## src/rtl/pipelined_add_sub_if.sv

```systemverilog
// Operand/result handshake bundle for pipelined_add_sub.
// The master side drives operands and accepts results; the slave side is the adder.
interface pipelined_add_sub_if #(
   parameter int DATA_SIZE = 16
);

   logic                 valid_in;
   logic                 ready_out;
   logic [DATA_SIZE-1:0] a_in;
   logic [DATA_SIZE-1:0] b_in;
   logic                 carry_in;
   logic                 sub_in;
   logic                 valid_out;
   logic                 ready_in;
   logic [DATA_SIZE-1:0] result_out;
   logic                 carry_out;
   logic                 overflow_out;

   modport master (
      output valid_in, a_in, b_in, carry_in, sub_in, ready_in,
      input  ready_out, valid_out, result_out, carry_out, overflow_out
   );

   modport slave (
      input  valid_in, a_in, b_in, carry_in, sub_in, ready_in,
      output ready_out, valid_out, result_out, carry_out, overflow_out
   );

endinterface

```

## src/rtl/pipelined_add_sub.sv

```systemverilog
// Pipelined adder/subtractor: a DATA_SIZE-bit add is split into CHUNK_SIZE-bit
// slices, one slice per pipeline stage, with the carry rippling through registers.
// Every stage carries the whole operand pair and the partially built sum, so the
// upper operand slices travel with the beat and the finished lower slices stay
// aligned until the last stage presents the complete result.
// Optional feature: define OVERFLOW_DETECT_EN to get signed overflow detection;
// without it overflow_out is tied low and no sign-tracking flop exists.
module pipelined_add_sub #(
   parameter int DATA_SIZE  = 16,
   parameter int CHUNK_SIZE = 4
) (
   input  logic                clk_in,
   input  logic                rst_in,
   pipelined_add_sub_if.slave  bus
);

   localparam int STAGES = DATA_SIZE / CHUNK_SIZE;

   logic [STAGES-1:0]    valid_q, valid_d;
   logic [STAGES-1:0]    carry_q, carry_d;
   logic [DATA_SIZE-1:0] a_q   [STAGES];
   logic [DATA_SIZE-1:0] a_d   [STAGES];
   logic [DATA_SIZE-1:0] b_q   [STAGES];
   logic [DATA_SIZE-1:0] b_d   [STAGES];
   logic [DATA_SIZE-1:0] sum_q [STAGES];
   logic [DATA_SIZE-1:0] sum_d [STAGES];

   logic                 adv;
   logic [DATA_SIZE-1:0] b_eff;
   logic [CHUNK_SIZE:0]  slice;

`ifdef OVERFLOW_DETECT_EN
   logic ovf_q, ovf_d;
`endif

   function automatic logic [CHUNK_SIZE:0] add_slice(
      input logic [CHUNK_SIZE-1:0] x,
      input logic [CHUNK_SIZE-1:0] y,
      input logic                  cin
   );
      return {1'b0, x} + {1'b0, y} + {{CHUNK_SIZE{1'b0}}, cin};
   endfunction

   // Next-state of every stage: the whole pipe either advances together or holds.
   always_comb begin
      adv     = ~valid_q[STAGES-1] | bus.ready_in;
      b_eff   = bus.sub_in ? ~bus.b_in : bus.b_in;
      valid_d = valid_q;
      carry_d = carry_q;
      a_d     = a_q;
      b_d     = b_q;
      sum_d   = sum_q;
      slice   = '0;
      if (adv) begin
         slice                       = add_slice(bus.a_in[CHUNK_SIZE-1:0], b_eff[CHUNK_SIZE-1:0], bus.carry_in);
         valid_d[0]                  = bus.valid_in;
         a_d[0]                      = bus.a_in;
         b_d[0]                      = b_eff;
         sum_d[0]                    = '0;
         sum_d[0][CHUNK_SIZE-1:0]    = slice[CHUNK_SIZE-1:0];
         carry_d[0]                  = slice[CHUNK_SIZE];
         for (int k = 1; k < STAGES; k++) begin
            slice                            = add_slice(a_q[k-1][k*CHUNK_SIZE +: CHUNK_SIZE],
                                                         b_q[k-1][k*CHUNK_SIZE +: CHUNK_SIZE],
                                                         carry_q[k-1]);
            valid_d[k]                       = valid_q[k-1];
            a_d[k]                           = a_q[k-1];
            b_d[k]                           = b_q[k-1];
            sum_d[k]                         = sum_q[k-1];
            sum_d[k][k*CHUNK_SIZE +: CHUNK_SIZE] = slice[CHUNK_SIZE-1:0];
            carry_d[k]                       = slice[CHUNK_SIZE];
         end
      end
   end

`ifdef OVERFLOW_DETECT_EN
   // Signed overflow judged on the operands entering the last stage and its finished sum.
   always_comb begin
      ovf_d = ovf_q;
      if (adv) begin
         ovf_d = (a_d[STAGES-1][DATA_SIZE-1] == b_d[STAGES-1][DATA_SIZE-1]) &
                 (sum_d[STAGES-1][DATA_SIZE-1] != a_d[STAGES-1][DATA_SIZE-1]);
      end
   end

   // Overflow flag registered alongside the result it describes.
   always_ff @(posedge clk_in) begin
      if (rst_in) begin
         ovf_q <= 1'b0;
      end else begin
         ovf_q <= ovf_d;
      end
   end

   assign bus.overflow_out = ovf_q;
`else
   assign bus.overflow_out = 1'b0;
`endif

   // Stage registers; reset drops every in-flight beat and clears the visible result.
   always_ff @(posedge clk_in) begin
      if (rst_in) begin
         valid_q <= '0;
         carry_q <= '0;
         for (int k = 0; k < STAGES; k++) begin
            a_q[k]   <= '0;
            b_q[k]   <= '0;
            sum_q[k] <= '0;
         end
      end else begin
         valid_q <= valid_d;
         carry_q <= carry_d;
         for (int k = 0; k < STAGES; k++) begin
            a_q[k]   <= a_d[k];
            b_q[k]   <= b_d[k];
            sum_q[k] <= sum_d[k];
         end
      end
   end

   assign bus.ready_out  = adv;
   assign bus.valid_out  = valid_q[STAGES-1];
   assign bus.result_out = sum_q[STAGES-1];
   assign bus.carry_out  = carry_q[STAGES-1];

endmodule

```

## src/flat_wrapper.sv

```systemverilog
// flat-port wrapper written by rule: the top's interface ports become plain ports
module pipelined_add_sub_flat 
#(
   parameter int DATA_SIZE  = 16,
   parameter int CHUNK_SIZE = 4
)
  (clk_in, rst_in, bus_valid_in, bus_a_in, bus_b_in, bus_carry_in, bus_sub_in, bus_ready_in, bus_ready_out, bus_valid_out, bus_result_out, bus_carry_out, bus_overflow_out);
  pipelined_add_sub_if #(.DATA_SIZE(DATA_SIZE)) bus_i ();
  input  logic clk_in;
  input  logic rst_in;
  input wire logic [$bits(bus_i.valid_in)-1:0] bus_valid_in;
  input wire logic [$bits(bus_i.a_in)-1:0] bus_a_in;
  input wire logic [$bits(bus_i.b_in)-1:0] bus_b_in;
  input wire logic [$bits(bus_i.carry_in)-1:0] bus_carry_in;
  input wire logic [$bits(bus_i.sub_in)-1:0] bus_sub_in;
  input wire logic [$bits(bus_i.ready_in)-1:0] bus_ready_in;
  output wire logic [$bits(bus_i.ready_out)-1:0] bus_ready_out;
  output wire logic [$bits(bus_i.valid_out)-1:0] bus_valid_out;
  output wire logic [$bits(bus_i.result_out)-1:0] bus_result_out;
  output wire logic [$bits(bus_i.carry_out)-1:0] bus_carry_out;
  output wire logic [$bits(bus_i.overflow_out)-1:0] bus_overflow_out;
  assign bus_i.valid_in = bus_valid_in;
  assign bus_i.a_in = bus_a_in;
  assign bus_i.b_in = bus_b_in;
  assign bus_i.carry_in = bus_carry_in;
  assign bus_i.sub_in = bus_sub_in;
  assign bus_i.ready_in = bus_ready_in;
  assign bus_ready_out = bus_i.ready_out;
  assign bus_valid_out = bus_i.valid_out;
  assign bus_result_out = bus_i.result_out;
  assign bus_carry_out = bus_i.carry_out;
  assign bus_overflow_out = bus_i.overflow_out;
  pipelined_add_sub #(.DATA_SIZE(DATA_SIZE), .CHUNK_SIZE(CHUNK_SIZE)) u_core (.clk_in(clk_in), .rst_in(rst_in), .bus(bus_i));
endmodule
```

## config.mk

```make
export PLATFORM = sky130hd
export DESIGN_NAME = pipelined_add_sub_flat
export DESIGN_NICKNAME = d
export VERILOG_FILES = /design/src/rtl/pipelined_add_sub_if.sv /design/src/rtl/pipelined_add_sub.sv /design/src/flat_wrapper.sv
export SDC_FILE = /design/constraint.sdc
export NUM_CORES = 1
export LEC_CHECK = 0
export CORE_ASPECT_RATIO = 0.8
export CORE_MARGIN = 2
export CORE_UTILIZATION = 25
export DETAILED_ROUTE_END_ITERATION = 12
export PLACE_DENSITY = 0.39
export SETUP_SLACK_MARGIN = 0.15
export SLEW_MARGIN = 20
export SYNTH_ARGS = -nofsm -noshare
export SYNTH_HDL_FRONTEND = slang
export SYNTH_SLANG_ARGS = --single-unit
```

## constraint.sdc

```tcl
create_clock -name clk_in -period 6.6 [get_ports clk_in]
set_input_delay 1.32 -clock clk_in [delete_from_list [all_inputs] [get_ports clk_in]]
set_output_delay 1.32 -clock clk_in [all_outputs]
set_load 0.05 [all_outputs]
```

After elaboration in Yosys (flattened, before gate mapping)
Index checks and enable logic that the tools add are counted.
W data, S select, Z words.
{"block": "word_totals", "out_inout_bits": 20, "word_cells": 24, "ff_bits": 144}
{"block": "op_classes", "muxes": 1, "n_addsub": 8, "bitwise_logic": 3}
{"cell": "$add A4 B4 Y5", "count": 4}
{"cell": "$add A5 B1 Y5", "count": 4}
{"cell": "$mux W16", "count": 1}
{"cell": "$not A16 Y16", "count": 1}
{"cell": "$not A1 Y1", "count": 1}
{"cell": "$or A1 B1 Y1", "count": 1}

Logic depth before layout (Yosys ltp)
Gate-level depths: netlist of the first run.
{"block": "logic_depth", "depth_word": 4, "depth_mapped": 9, "mapped_depth_nobuf": 7}

Worst setup path after synthesis of the first run
Ideal clock, no wire load.
{"block": "synth_timing", "path_type": "input port to output port", "start": "input port bus_ready_in", "end": "output port bus_ready_out", "t_required_ps": 5280, "arrival_time_ps": 1865, "slack_ps": 3415, "cell_stages": 5, "path_cell_list": "nor2b_4 > buf_6 > inv_6 > buf_6 > buf_6"}
{"block": "synth_via", "elab_chain_len": 1}
{"item": "start: declaration", "line_no": "flat_wrapper.sv:16", "source": "input wire logic [$bits(bus_i.ready_in)-1:0] bus_ready_in;"}
{"item": "$or A1 B1 Y1", "line_no": "pipelined_add_sub.sv:46", "source": "adv = ~valid_q[STAGES-1] | bus.ready_in;"}
{"item": "end: declaration", "line_no": "flat_wrapper.sv:17", "source": "output wire logic [$bits(bus_i.ready_out)-1:0] bus_ready_out;"}
Every way passes these cells.

Worst setup path after layout of the first run
Ends and elaborated chain as after synthesis.

==> results.sh, run 1 <==
export IMPL_status="finished clean"
export IMPL_floorplan_initialDensity_pct=25.6
export IMPL_fin_worst_skew_ns=0.00651
export IMPL_startpoint_of_the_most_critical_register_to_register_path="u_core.b_q[28]$_SDFFE_PP0P_"
export IMPL_synth_edf_count=0
export IMPL_postCtsSetupBuffers=0
export IMPL_synth_area_per_cell_um2=8.66
export IMPL_synth_top_area_cell="dfxtp_1"
export IMPL_timing_hold_violations_final=0
export IMPL_synth_top_cell_area_share_pct=45.2
export IMPL_timing_critical_path_from_type="input pin"
export IMPL_reg2reg_to="u_core.carry_q[3]$_SDFFE_PP0P_"
export IMPL_detail_route_wl_per_cell_um=12.3
export IMPL_post_route_period_util_pct=72.5
export IMPL_clockBufferDepth=2
export IMPL_clock_sink_count=96
export IMPL_max_slew_worst_pin_slew_ns=0.965
export IMPL_worstPathArrival_ns=3.46
export IMPL_synth_most_common_cell="nand2_1"
export IMPL_ctsRootBufferMaster="clkbuf_16"
export IMPL_internal_power_uw=1020
export IMPL_post_cts_resized=0
export IMPL_pin_count=58
export IMPL_antenna_found_initial=0
export IMPL_worst_path_max_fanout=109
export IMPL_drt_pass1_iter_count=4
export IMPL_grt_remaining_overflow=0
export IMPL_area_growth_pct=18.6
export IMPL_grt_start_max_net_pins=110
export IMPL_share_clk_of_total_power_pct=40.9
export IMPL_overall_die_width_um=150
export IMPL_clock_tree_from_tritoncts="done"
export IMPL_place_congestion=0.709
export IMPL_dieArea_mm2=0.0181
export IMPL_worst_endpoint_required_ns=5.28
export IMPL_endpoint="bus_ready_out"
export IMPL_postSynth_topFlopCell="dfxtp_1"
export IMPL_rsz0062_at_grt="false"
export IMPL_clk_pin_slew_ns=0.06
export IMPL_setup_worst_path_start="bus_ready_in"
export IMPL_syn_cell_area_mm2=0.00425
export IMPL_cts_made_buffers=9
export IMPL_timing_final_max_slew_violations=0
export IMPL_seq_power_share_pct=47.5
export IMPL_synthTopCellsByArea="dfxtp_1 (45%), nand2_1 (12%), a21oi_1 (8.7%)"
export IMPL_power_static_leakage_uw=0.00190
export IMPL_hold_buffers=0
export IMPL_post_route_cells_drive_above_1_share_pct=5.45
export IMPL_end_kind="primary output"
export IMPL_setup_viol_count_final=0
export IMPL_ir_worst_vdd_mv=0.154
export IMPL_p_comb_share_pct=11.6
export IMPL_grt_pass1_vias=3197
export IMPL_num_vias=3174
export IMPL_route_final_wire_length_um=9010
export IMPL_drt_initial_drc_count=147
export IMPL_yosysUniqueCellTypes=29
export IMPL_synthArstFlopShare_pct=0
export IMPL_yosys_warnings=0
export IMPL_synth_seq_area_share_pct=45.2
export IMPL_grt_util_all_layers_pct=10.7
export IMPL_synth_net_count=549
export IMPL_timing_fmax_mhz=209
export IMPL_die_height_um=121
export IMPL_cell_rows=42
export IMPL_drc_errors=0
export IMPL_detail_route_antenna_nets=0
export IMPL_netSwitchingPower_uw=324
export IMPL_synth_ff_latch_count=96
export IMPL_numPortBuffers=56
export IMPL_routed_via_density=4.32
export IMPL_p_sw_share_pct=24.1
export IMPL_final_nets=567
export IMPL_final_util_pct=30.4
export IMPL_synth_common_cells="nand2_1 (141), dfxtp_1 (96), a21oi_1 (74)"
export IMPL_placeable_core_area_mm2=0.0166
export IMPL_minimum_clock_period_after_layout_ns=4.78
export IMPL_syn_instance_count=491
export IMPL_power_density_cell_area_mw_per_mm2=267
export IMPL_cts_htree_levels=3
export IMPL_reg2reg_depth=5
export IMPL_place_hpwl_um=5700
export IMPL_global_route_wire_length_before_repair_um=15400
export IMPL_min_delay_path_class="flip-flop to flip-flop"
export IMPL_insertion_delay_ns=0.34
export IMPL_worstSetupPathType="input pin to primary output"
export IMPL_setup_total_negative_slack_ns=0
export IMPL_fillers=1843
export IMPL_maxcap_violations=0
export IMPL_max_slew_margin_rel_pct=35.5
export IMPL_antenna_diode_count=0
export IMPL_regToRegSetupSlack_ns=4.73
[kinds of logic after synthesis]
group | share of synthesized area (%)
AO/OA/AOI/OAI | 15.9
other | 0.0882
XOR/XNOR | 4.12
flip-flops | 45.2
adder cells (fa/ha/maj) | 7.30
AND/OR/NAND/NOR | 17.7
buffers and inverters | 9.74
[worst min-delay path by stage]
stage | from | slack (ns) | endpoint | cells past startpoint
2_1_floorplan | u_core.a_q[56]$_SDFFE_PP0P_ | 0.43 | u_core.a_q[56]$_SDFFE_PP0P_ | 2
3_3_place_gp | u_core.a_q[63]$_SDFFE_PP0P_ | 0.44 | u_core.a_q[63]$_SDFFE_PP0P_ | 2
3_5_place_dp | u_core.a_q[46]$_SDFFE_PP0P_ | 0.45 | u_core.a_q[46]$_SDFFE_PP0P_ | 2
4_1_cts | u_core.bus.result_out[9]$_SDFFE_PP0P_ | 0.46 | u_core.bus.result_out[9]$_SDFFE_PP0P_ | 2
5_1_grt | u_core.sum_q[26]$_SDFFE_PP0P_ | 0.47 | u_core.sum_q[26]$_SDFFE_PP0P_ | 2
6_report | u_core.bus.result_out[11]$_SDFFE_PP0P_ | 0.45 | u_core.bus.result_out[11]$_SDFFE_PP0P_ | 2
[registers in the layout, indices dropped and copies added (netlist names)]
signal and flops:
u_core.carry_q 4, u_core.sum_q 24, u_core.b_q 24, u_core.bus.result_out 16, u_core.a_q 24, u_core.valid_q 4
[per-layer routing]
layer	global-route usage [%]	vias to the layer above	share of wire, %
li1	-	1635	-
met1	14.0	1482	52
met3	3.06	9	4.0
met5	0	-	0
met4	3.01	0	1.2
met2	17.2	48	42
[power groups by stage]
stage	clock (uW)	combinational, uW	sequential, uW
floorplan	0	113	647
global placement	0	157	652
detailed placement	0	158	652
CTS	570	160	639
global route	590	176	644
finish	550	157	639
[critical path, cell delays in order]
cell	delay (ns)
clkdlybuf4s50_1	0.50
nor2b_4	0.06
inv_6	0.52
clkdlybuf4s50_1	0.94
[final cells by class]
type | count | area (um^2) | share of cell area, %
Sequential cell | 96 | 1920 | 38.1
Multi-Input combinational cell | 334 | 1920 | 38.0
Timing Repair Buffer | 58 | 573 | 11.4
Tap cell | 220 | 275 | 5.46
Clock buffer | 10 | 229 | 4.54
Clock inverter | 6 | 83.8 | 1.66
Inverter | 10 | 42.5 | 0.844
[per-stage QoR]
stage / worst slack [ns] / hold slack [ns] / instance area (um^2) / cells / power [uW]
2_1_floorplan: 3.41 / 0.432 / 4250 / 491 / 760
3_3_place_gp: 1.83 / 0.440 / 4730 / 718 / 809
3_5_place_dp: 1.82 / 0.446 / 4730 / 718 / 810
4_1_cts: 1.83 / 0.456 / 5040 / 734 / 1370
5_1_grt: 1.71 / 0.467 / 5040 / 734 / 1410
6_report: 1.82 / 0.452 / 5040 / 734 / 1340
[cells in the final DEF (no fill, tap or decap)]
master           synthesis  routed
a2111o_1                 4       4
a211oi_1                13      13
a211oi_2                 8       8
a21o_1                   4       4
a21oi_1                 74      74
buf_4                   21       3
bufinv_16                0       2
clkbuf_1                 4       1
clkbuf_16                0       9
clkdlybuf4s50_1          0      55
clkinv_2                 0       3
clkinv_4                 0       1
conb_1                   1       1
dfxtp_1                 96      96
fa_1                     8       8
ha_1                    12      12
inv_1                    9       9
inv_6                    1       1
nand2_1                141     141
nand2b_1                 2       2
nand3_1                  2       2
nand3b_1                 6       6
nand4_1                  1       1
nor2_1                  25      25
nor2b_1                  3       3
nor2b_4                  1       1
nor3_1                   2       2
o211ai_1                 3       3
o21ai_0                  2       2
or3_1                    2       2
xnor2_1                 16      16
xor2_1                   4       4
(Power assumes the default switching activity.)
==> run 2: changes to the inputs <==
--- a/config.mk
+++ b/config.mk
@@ -9,7 +9,7 @@
 export CORE_MARGIN = 2
 export CORE_UTILIZATION = 25
 export DETAILED_ROUTE_END_ITERATION = 12
-export PLACE_DENSITY = 0.39
+export PLACE_DENSITY = 0.4
 export SETUP_SLACK_MARGIN = 0.15
 export SLEW_MARGIN = 20
 export SYNTH_ARGS = -nofsm -noshare
==> constraint.sdc (replaced) <==
create_clock -name clk_in -period 4.26 [get_ports clk_in]
set_input_delay 0.852 -clock clk_in [delete_from_list [all_inputs] [get_ports clk_in]]
set_output_delay 0.852 -clock clk_in [all_outputs]
set_load 0.05 [all_outputs]
==> run 2 against run 1 <==
Net effect: final area up 0.32%; critical path type unchanged; utilization up 0.098 points; critical path depth unchanged; register-to-register slack worse by 2.4 ns; largest power group unchanged.
==> results.sh, run 2 (same netlist as run 1, synthesis figures left out) <==
export IMPL_status="finished clean"
export IMPL_power_density_cell_area_mw_per_mm2=416
export IMPL_worstSetupPathType="input pin to primary output"
export IMPL_area_growth_pct=18.9
export IMPL_most_frequent_cells_in_the_layout="nand2_1 (141), dfxtp_1 (96), a21oi_1 (74), clkdlybuf4s50_1 (54), nor2_1 (25)"
export IMPL_maxcap_violations=0
export IMPL_startpoint_of_the_most_critical_register_to_register_path="u_core.b_q[28]$_SDFFE_PP0P_"
export IMPL_min_delay_path_class="flip-flop to flip-flop"
export IMPL_post_route_cells_drive_above_1_share_pct=6.02
export IMPL_timing_hold_violations_final=0
export IMPL_detail_route_antenna_nets=0
export IMPL_ir_worst_vdd_mv=0.202
export IMPL_clk_pin_slew_ns=0.06
export IMPL_drt_initial_drc_count=139
export IMPL_ctsRootBufferMaster="clkbuf_16"
export IMPL_postCtsSetupBuffers=0
export IMPL_clockBufferDepth=2
export IMPL_die_height_um=121
export IMPL_grt_start_max_net_pins=105
export IMPL_post_route_period_util_pct=65.4
export IMPL_timing_fmax_mhz=359
export IMPL_cp_cell_sequence="clkdlybuf4s50_1, nor2b_4, inv_6, buf_4"
export IMPL_minimum_clock_period_after_layout_ns=2.79
export IMPL_clock_tree_from_tritoncts="done"
export IMPL_global_route_wire_length_before_repair_um=15400
export IMPL_setup_viol_count_final=0
export IMPL_cts_htree_levels=3
export IMPL_max_slew_margin_rel_pct=39.4
export IMPL_rsz0062_at_grt="false"
export IMPL_grt_pass1_vias=3027
export IMPL_timing_critical_path_from_type="input pin"
export IMPL_worst_path_max_fanout=41
export IMPL_worstPathArrival_ns=1.93
export IMPL_final_common_cell="nand2_1"
export IMPL_pin_count=58
export IMPL_routed_via_density=4.27
export IMPL_post_cts_resized=0
export IMPL_fin_worst_skew_ns=0.00617
export IMPL_insertion_delay_ns=0.35
export IMPL_dieArea_mm2=0.0181
export IMPL_drt_pass1_iter_count=4
export IMPL_cts_made_buffers=9
export IMPL_end_kind="primary output"
export IMPL_antenna_found_initial=0
export IMPL_critical_path_max_stage_delay_ns=0.50
export IMPL_hold_buffers=0
export IMPL_detail_route_wl_per_cell_um=12.4
export IMPL_power_static_leakage_uw=0.00190
export IMPL_numPortBuffers=56
export IMPL_overall_die_width_um=150
export IMPL_drc_errors=0
export IMPL_reg_largest_list="u_core.a_q: 24 flops, u_core.b_q: 24 flops, u_core.sum_q: 24 flops"
export IMPL_grt_remaining_overflow=0
export IMPL_final_util_pct=30.5
export IMPL_max_slew_worst_pin_slew_ns=0.910
export IMPL_place_congestion=0.741
export IMPL_cell_rows=42
export IMPL_antenna_diode_count=0
export IMPL_timing_final_max_slew_violations=0
export IMPL_place_hpwl_um=5880
export IMPL_setup_total_negative_slack_ns=0
export IMPL_floorplan_initialDensity_pct=25.6
export IMPL_final_nets=568
export IMPL_grt_util_all_layers_pct=10.8
export IMPL_critPathSlowestCell="clkdlybuf4s50_1"
export IMPL_num_vias=3135
export IMPL_placeable_core_area_mm2=0.0166
export IMPL_clock_sink_count=96
export IMPL_setup_worst_path_start="bus_ready_in"
export IMPL_route_final_wire_length_um=9140
export IMPL_hp_start="u_core.bus.result_out[10]$_SDFFE_PP0P_"
export IMPL_worst_endpoint_required_ns=3.41
run 2: changes by cell type in the layout (fill, tap and decap cells not counted):
cell,delta
clkdlybuf4s50_1,-1
clkbuf_1,-1
clkinvlp_4,+1
clkinv_2,-1
inv_6,+1
buf_4,+1
buf_6,+1
run 2: final timing paths:
path	slack (ns)	cells after the start	end
max reg2reg	2.35	5	u_core.carry_q[3]$_SDFFE_PP0P_
min	0.45	2	u_core.bus.result_out[10]$_SDFFE_PP0P_
max	1.47	4	bus_ready_out
min reg2reg	0.45	2	u_core.bus.result_out[10]$_SDFFE_PP0P_
run 2: routing by layer:
layer | vias to the layer above | GRT usage [%] | wire length [um]
li1 | 1635 | - | -
met1 | 1437 | 15.1 | 4790
met2 | 54 | 15.5 | 3810
met3 | 9 | 4.08 | 425
met4 | 0 | 2.83 | 119
met5 | - | 0 | 0
run 2: stage by stage:
step                std cells  total power, uW  instance area [um^2]  setup slack [ns]  hold WS [ns]
finish                    735             2110                  5060              1.47         0.450
global route              735             2210                  5060              1.41         0.466
detailed placement        719             1260                  4730              1.16         0.445
global placement          719             1250                  4730              1.22         0.440
floorplan                 491             1180                  4250              1.71         0.432
CTS                       735             2150                  5050              1.45         0.454
run 2: area by class of cell:
cell class              instances  area (um^2)
well taps                     220          275
repair buffers                 59          582
multi-input cells             334         1920
clock buffers                   9          225
fillers                      1809        11500
flip-flops and latches         96         1920
inverters                      10         42.5
clock inverters                 7         95.1
run 2: critical path: cells and delay by family:
| kind | cells | cell delay (ns) |
|---|---|---|
| and+or+nand+nor | 1 | 0.06 |
| buffers and inverters | 3 | 1.00 |
run 2: where the power goes:
group	internal (uW)	switching (uW)	total, uW	leakage [uW]
Sequential	957	33.7	991	0.000789
Combinational	113	129	243	0.000960
Clock	515	357	872	0.000156
==> run 3: changes to the inputs <==
--- a/config.mk
+++ b/config.mk
@@ -9,7 +9,7 @@
 export CORE_MARGIN = 2
 export CORE_UTILIZATION = 25
 export DETAILED_ROUTE_END_ITERATION = 12
-export PLACE_DENSITY = 0.4
+export PLACE_DENSITY = 0.39
 export SETUP_SLACK_MARGIN = 0.15
 export SLEW_MARGIN = 20
 export SYNTH_ARGS = -nofsm -noshare
==> constraint.sdc (replaced) <==
create_clock -name clk_in -period 2.7 [get_ports clk_in]
set_input_delay 0.54 -clock clk_in [delete_from_list [all_inputs] [get_ports clk_in]]
set_output_delay 0.54 -clock clk_in [all_outputs]
set_load 0.05 [all_outputs]
==> run 3 against run 2 <==
Net effect: wire length is 2.8% higher; register-to-register slack worse by 1.5 ns; utilization is 0.47 points higher; hold slack about the same; final area up 1.5%; power up 63%; setup slack lost 1.0 ns; largest power group unchanged.
==> results.sh, run 3 (same netlist as run 1, synthesis figures left out) <==
export IMPL_status="finished clean"
export IMPL_placedInstanceArea_mm2=0.00479
export IMPL_die_height_um=121
export IMPL_cp_cell_sequence="clkdlybuf4s50_1, xnor2_1, fa_1, inv_1, fa_1, a21o_1, a211oi_1, nor3_1"
export IMPL_routed_via_density=4.26
export IMPL_worst_endpoint_required_ns=2.90
export IMPL_setup_worst_path_start="bus_sub_in"
export IMPL_reg2reg_to="u_core.carry_q[3]$_SDFFE_PP0P_"
export IMPL_place_congestion=0.753
export IMPL_max_slew_worst_pin_slew_ns=0.748
export IMPL_detail_route_antenna_nets=0
export IMPL_timing_hold_violations_final=0
export IMPL_overall_die_width_um=150
export IMPL_antenna_diode_count=0
export IMPL_endpoint="u_core.carry_q[0]$_SDFFE_PP0P_"
export IMPL_p_sw_share_pct=23.6
export IMPL_setup_total_negative_slack_ns=0
export IMPL_timing_final_max_slew_violations=0
export IMPL_share_clk_of_total_power_pct=43.2
export IMPL_insertion_delay_ns=0.35
export IMPL_clockBufferDepth=2
export IMPL_reg_largest_list="u_core.a_q: 24 flops, u_core.b_q: 24 flops, u_core.sum_q: 24 flops"
export IMPL_critPathBufInv=2
export IMPL_numPortBuffers=56
export IMPL_dieArea_mm2=0.0181
export IMPL_rsz0062_at_grt="false"
export IMPL_timing_fmax_mhz=449
export IMPL_critPathTopFamily="adder cells"
export IMPL_max_slew_margin_rel_pct=50.1
export IMPL_power_static_leakage_uw=0.00195
export IMPL_hold_buffers=0
export IMPL_setup_viol_count_final=0
export IMPL_fin_worst_skew_ns=0.00783
export IMPL_finalInstanceArea_mm2=0.00514
export IMPL_p_comb_share_pct=11.3
export IMPL_postCtsSetupBuffers=0
export IMPL_cts_htree_levels=3
export IMPL_clk_pin_slew_ns=0.06
export IMPL_min_delay_path_class="flip-flop to flip-flop"
export IMPL_internal_power_uw=2620
export IMPL_drc_errors=0
export IMPL_ctsRootBufferMaster="clkbuf_16"
export IMPL_startpoint_of_the_most_critical_register_to_register_path="u_core.b_q[28]$_SDFFE_PP0P_"
export IMPL_end_kind="flip-flop"
export IMPL_post_route_period_util_pct=82.5
export IMPL_regToRegSetupSlack_ns=0.81
export IMPL_drt_initial_drc_count=135
export IMPL_grt_remaining_overflow=0
export IMPL_post_route_cells_drive_above_1_share_pct=6.55
export IMPL_grt_pass1_vias=3261
export IMPL_worst_path_max_fanout=2
export IMPL_power_density_cell_area_mw_per_mm2=669
export IMPL_detail_route_wl_per_cell_um=12.7
export IMPL_cell_rows=42
export IMPL_placeable_core_area_mm2=0.0166
export IMPL_post_cts_resized=0
export IMPL_clock_tree_from_tritoncts="done"
export IMPL_num_vias=3150
export IMPL_maxcap_violations=0
export IMPL_pin_count=58
export IMPL_antenna_found_initial=0
export IMPL_netSwitchingPower_uw=811
export IMPL_min_path_cells=2
export IMPL_timing_critical_path_from_type="input pin"
export IMPL_worstPathArrival_ns=2.43
export IMPL_final_nets=572
export IMPL_seq_power_share_pct=45.5
export IMPL_worstSetupPathType="input pin to flip-flop"
export IMPL_critPathMostFrequentCell="fa_1"
export IMPL_clock_sink_count=96
export IMPL_most_frequent_cells_in_the_layout="nand2_1 (141), dfxtp_1 (96), a21oi_1 (74), clkdlybuf4s50_1 (54), nor2_1 (25)"
export IMPL_fillers=1790
export IMPL_ir_worst_vdd_mv=0.323
export IMPL_cts_made_buffers=9
export IMPL_area_growth_pct=20.8
export IMPL_floorplan_initialDensity_pct=25.6
export IMPL_drt_pass1_iter_count=4
export IMPL_final_common_cell="nand2_1"
export IMPL_global_route_wire_length_before_repair_um=16500
export IMPL_route_final_wire_length_um=9400
export IMPL_critical_path_max_stage_delay_ns=0.49
export IMPL_critPathSlowestCell="clkdlybuf4s50_1"
export IMPL_grt_start_max_net_pins=88
export IMPL_critical_path_cell_count=8
export IMPL_place_hpwl_um=6150
export IMPL_grt_util_all_layers_pct=11.6
export IMPL_reg2reg_depth=5
export IMPL_minimum_clock_period_after_layout_ns=2.23
==> run 3: power by group through the flow <==
| stage | logic (uW) | registers [uW] | clock network, uW |
|---|---|---|---|
| CTS | 397 | 1560 | 1540 |
| global route | 442 | 1580 | 1590 |
| floorplan | 276 | 1580 | 0 |
| finish | 389 | 1560 | 1480 |
| detailed placement | 394 | 1600 | 0 |
| global placement | 392 | 1600 | 0 |
==> run 3: worst min-delay path by stage <==
stage,startpoint,to,slack (ns)
3_5_place_dp,u_core.a_q[63]$_SDFFE_PP0P_,u_core.a_q[63]$_SDFFE_PP0P_,0.45
4_1_cts,u_core.a_q[63]$_SDFFE_PP0P_,u_core.a_q[63]$_SDFFE_PP0P_,0.45
5_1_grt,u_core.bus.result_out[0]$_SDFFE_PP0P_,u_core.bus.result_out[0]$_SDFFE_PP0P_,0.47
2_1_floorplan,u_core.a_q[56]$_SDFFE_PP0P_,u_core.a_q[56]$_SDFFE_PP0P_,0.43
6_report,u_core.bus.result_out[0]$_SDFFE_PP0P_,u_core.bus.result_out[0]$_SDFFE_PP0P_,0.45
3_3_place_gp,u_core.a_q[63]$_SDFFE_PP0P_,u_core.a_q[63]$_SDFFE_PP0P_,0.44
==> run 3: through the flow <==
step | power, uW | hold slack [ns] | util (%) | instances | worst slack (ns)
finish | 3440 | 0.450 | 30.9 | 739 | 0.471
CTS | 3500 | 0.453 | 30.9 | 739 | 0.483
detailed placement | 1990 | 0.445 | 28.8 | 723 | 0.106
global route | 3610 | 0.468 | 30.9 | 739 | 0.335
floorplan | 1860 | 0.432 | - | 491 | 0.465
global placement | 1990 | 0.440 | 28.8 | 723 | 0.143
==> run 3: tightest hold or removal path: stages, from the launching register on <==
cell and delay (ns):
dfxtp_1 0.31, nand2_1 0.05, a21oi_1 0.05
==> run 3: final cells by class <==
cell class	instances	area [um^2]	area share, %
Inverter	10	42.5	0.828
Clock inverter	5	104	2.02
Clock buffer	11	243	4.73
Sequential cell	96	1920	37.4
Multi-Input combinational cell	334	1920	37.3
Tap cell	220	275	5.36
Timing Repair Buffer	63	633	12.3
==> run 3: layer usage <==
| metal | wire length [um] | track usage [%] | share of wire (%) |
|---|---|---|---|
| met5 | 0 | 0 | 0 |
| met4 | 141 | 4.01 | 1.5 |
| met1 | 5040 | 16.2 | 54 |
| met2 | 3860 | 17.0 | 41 |
| met3 | 358 | 3.40 | 3.8 |
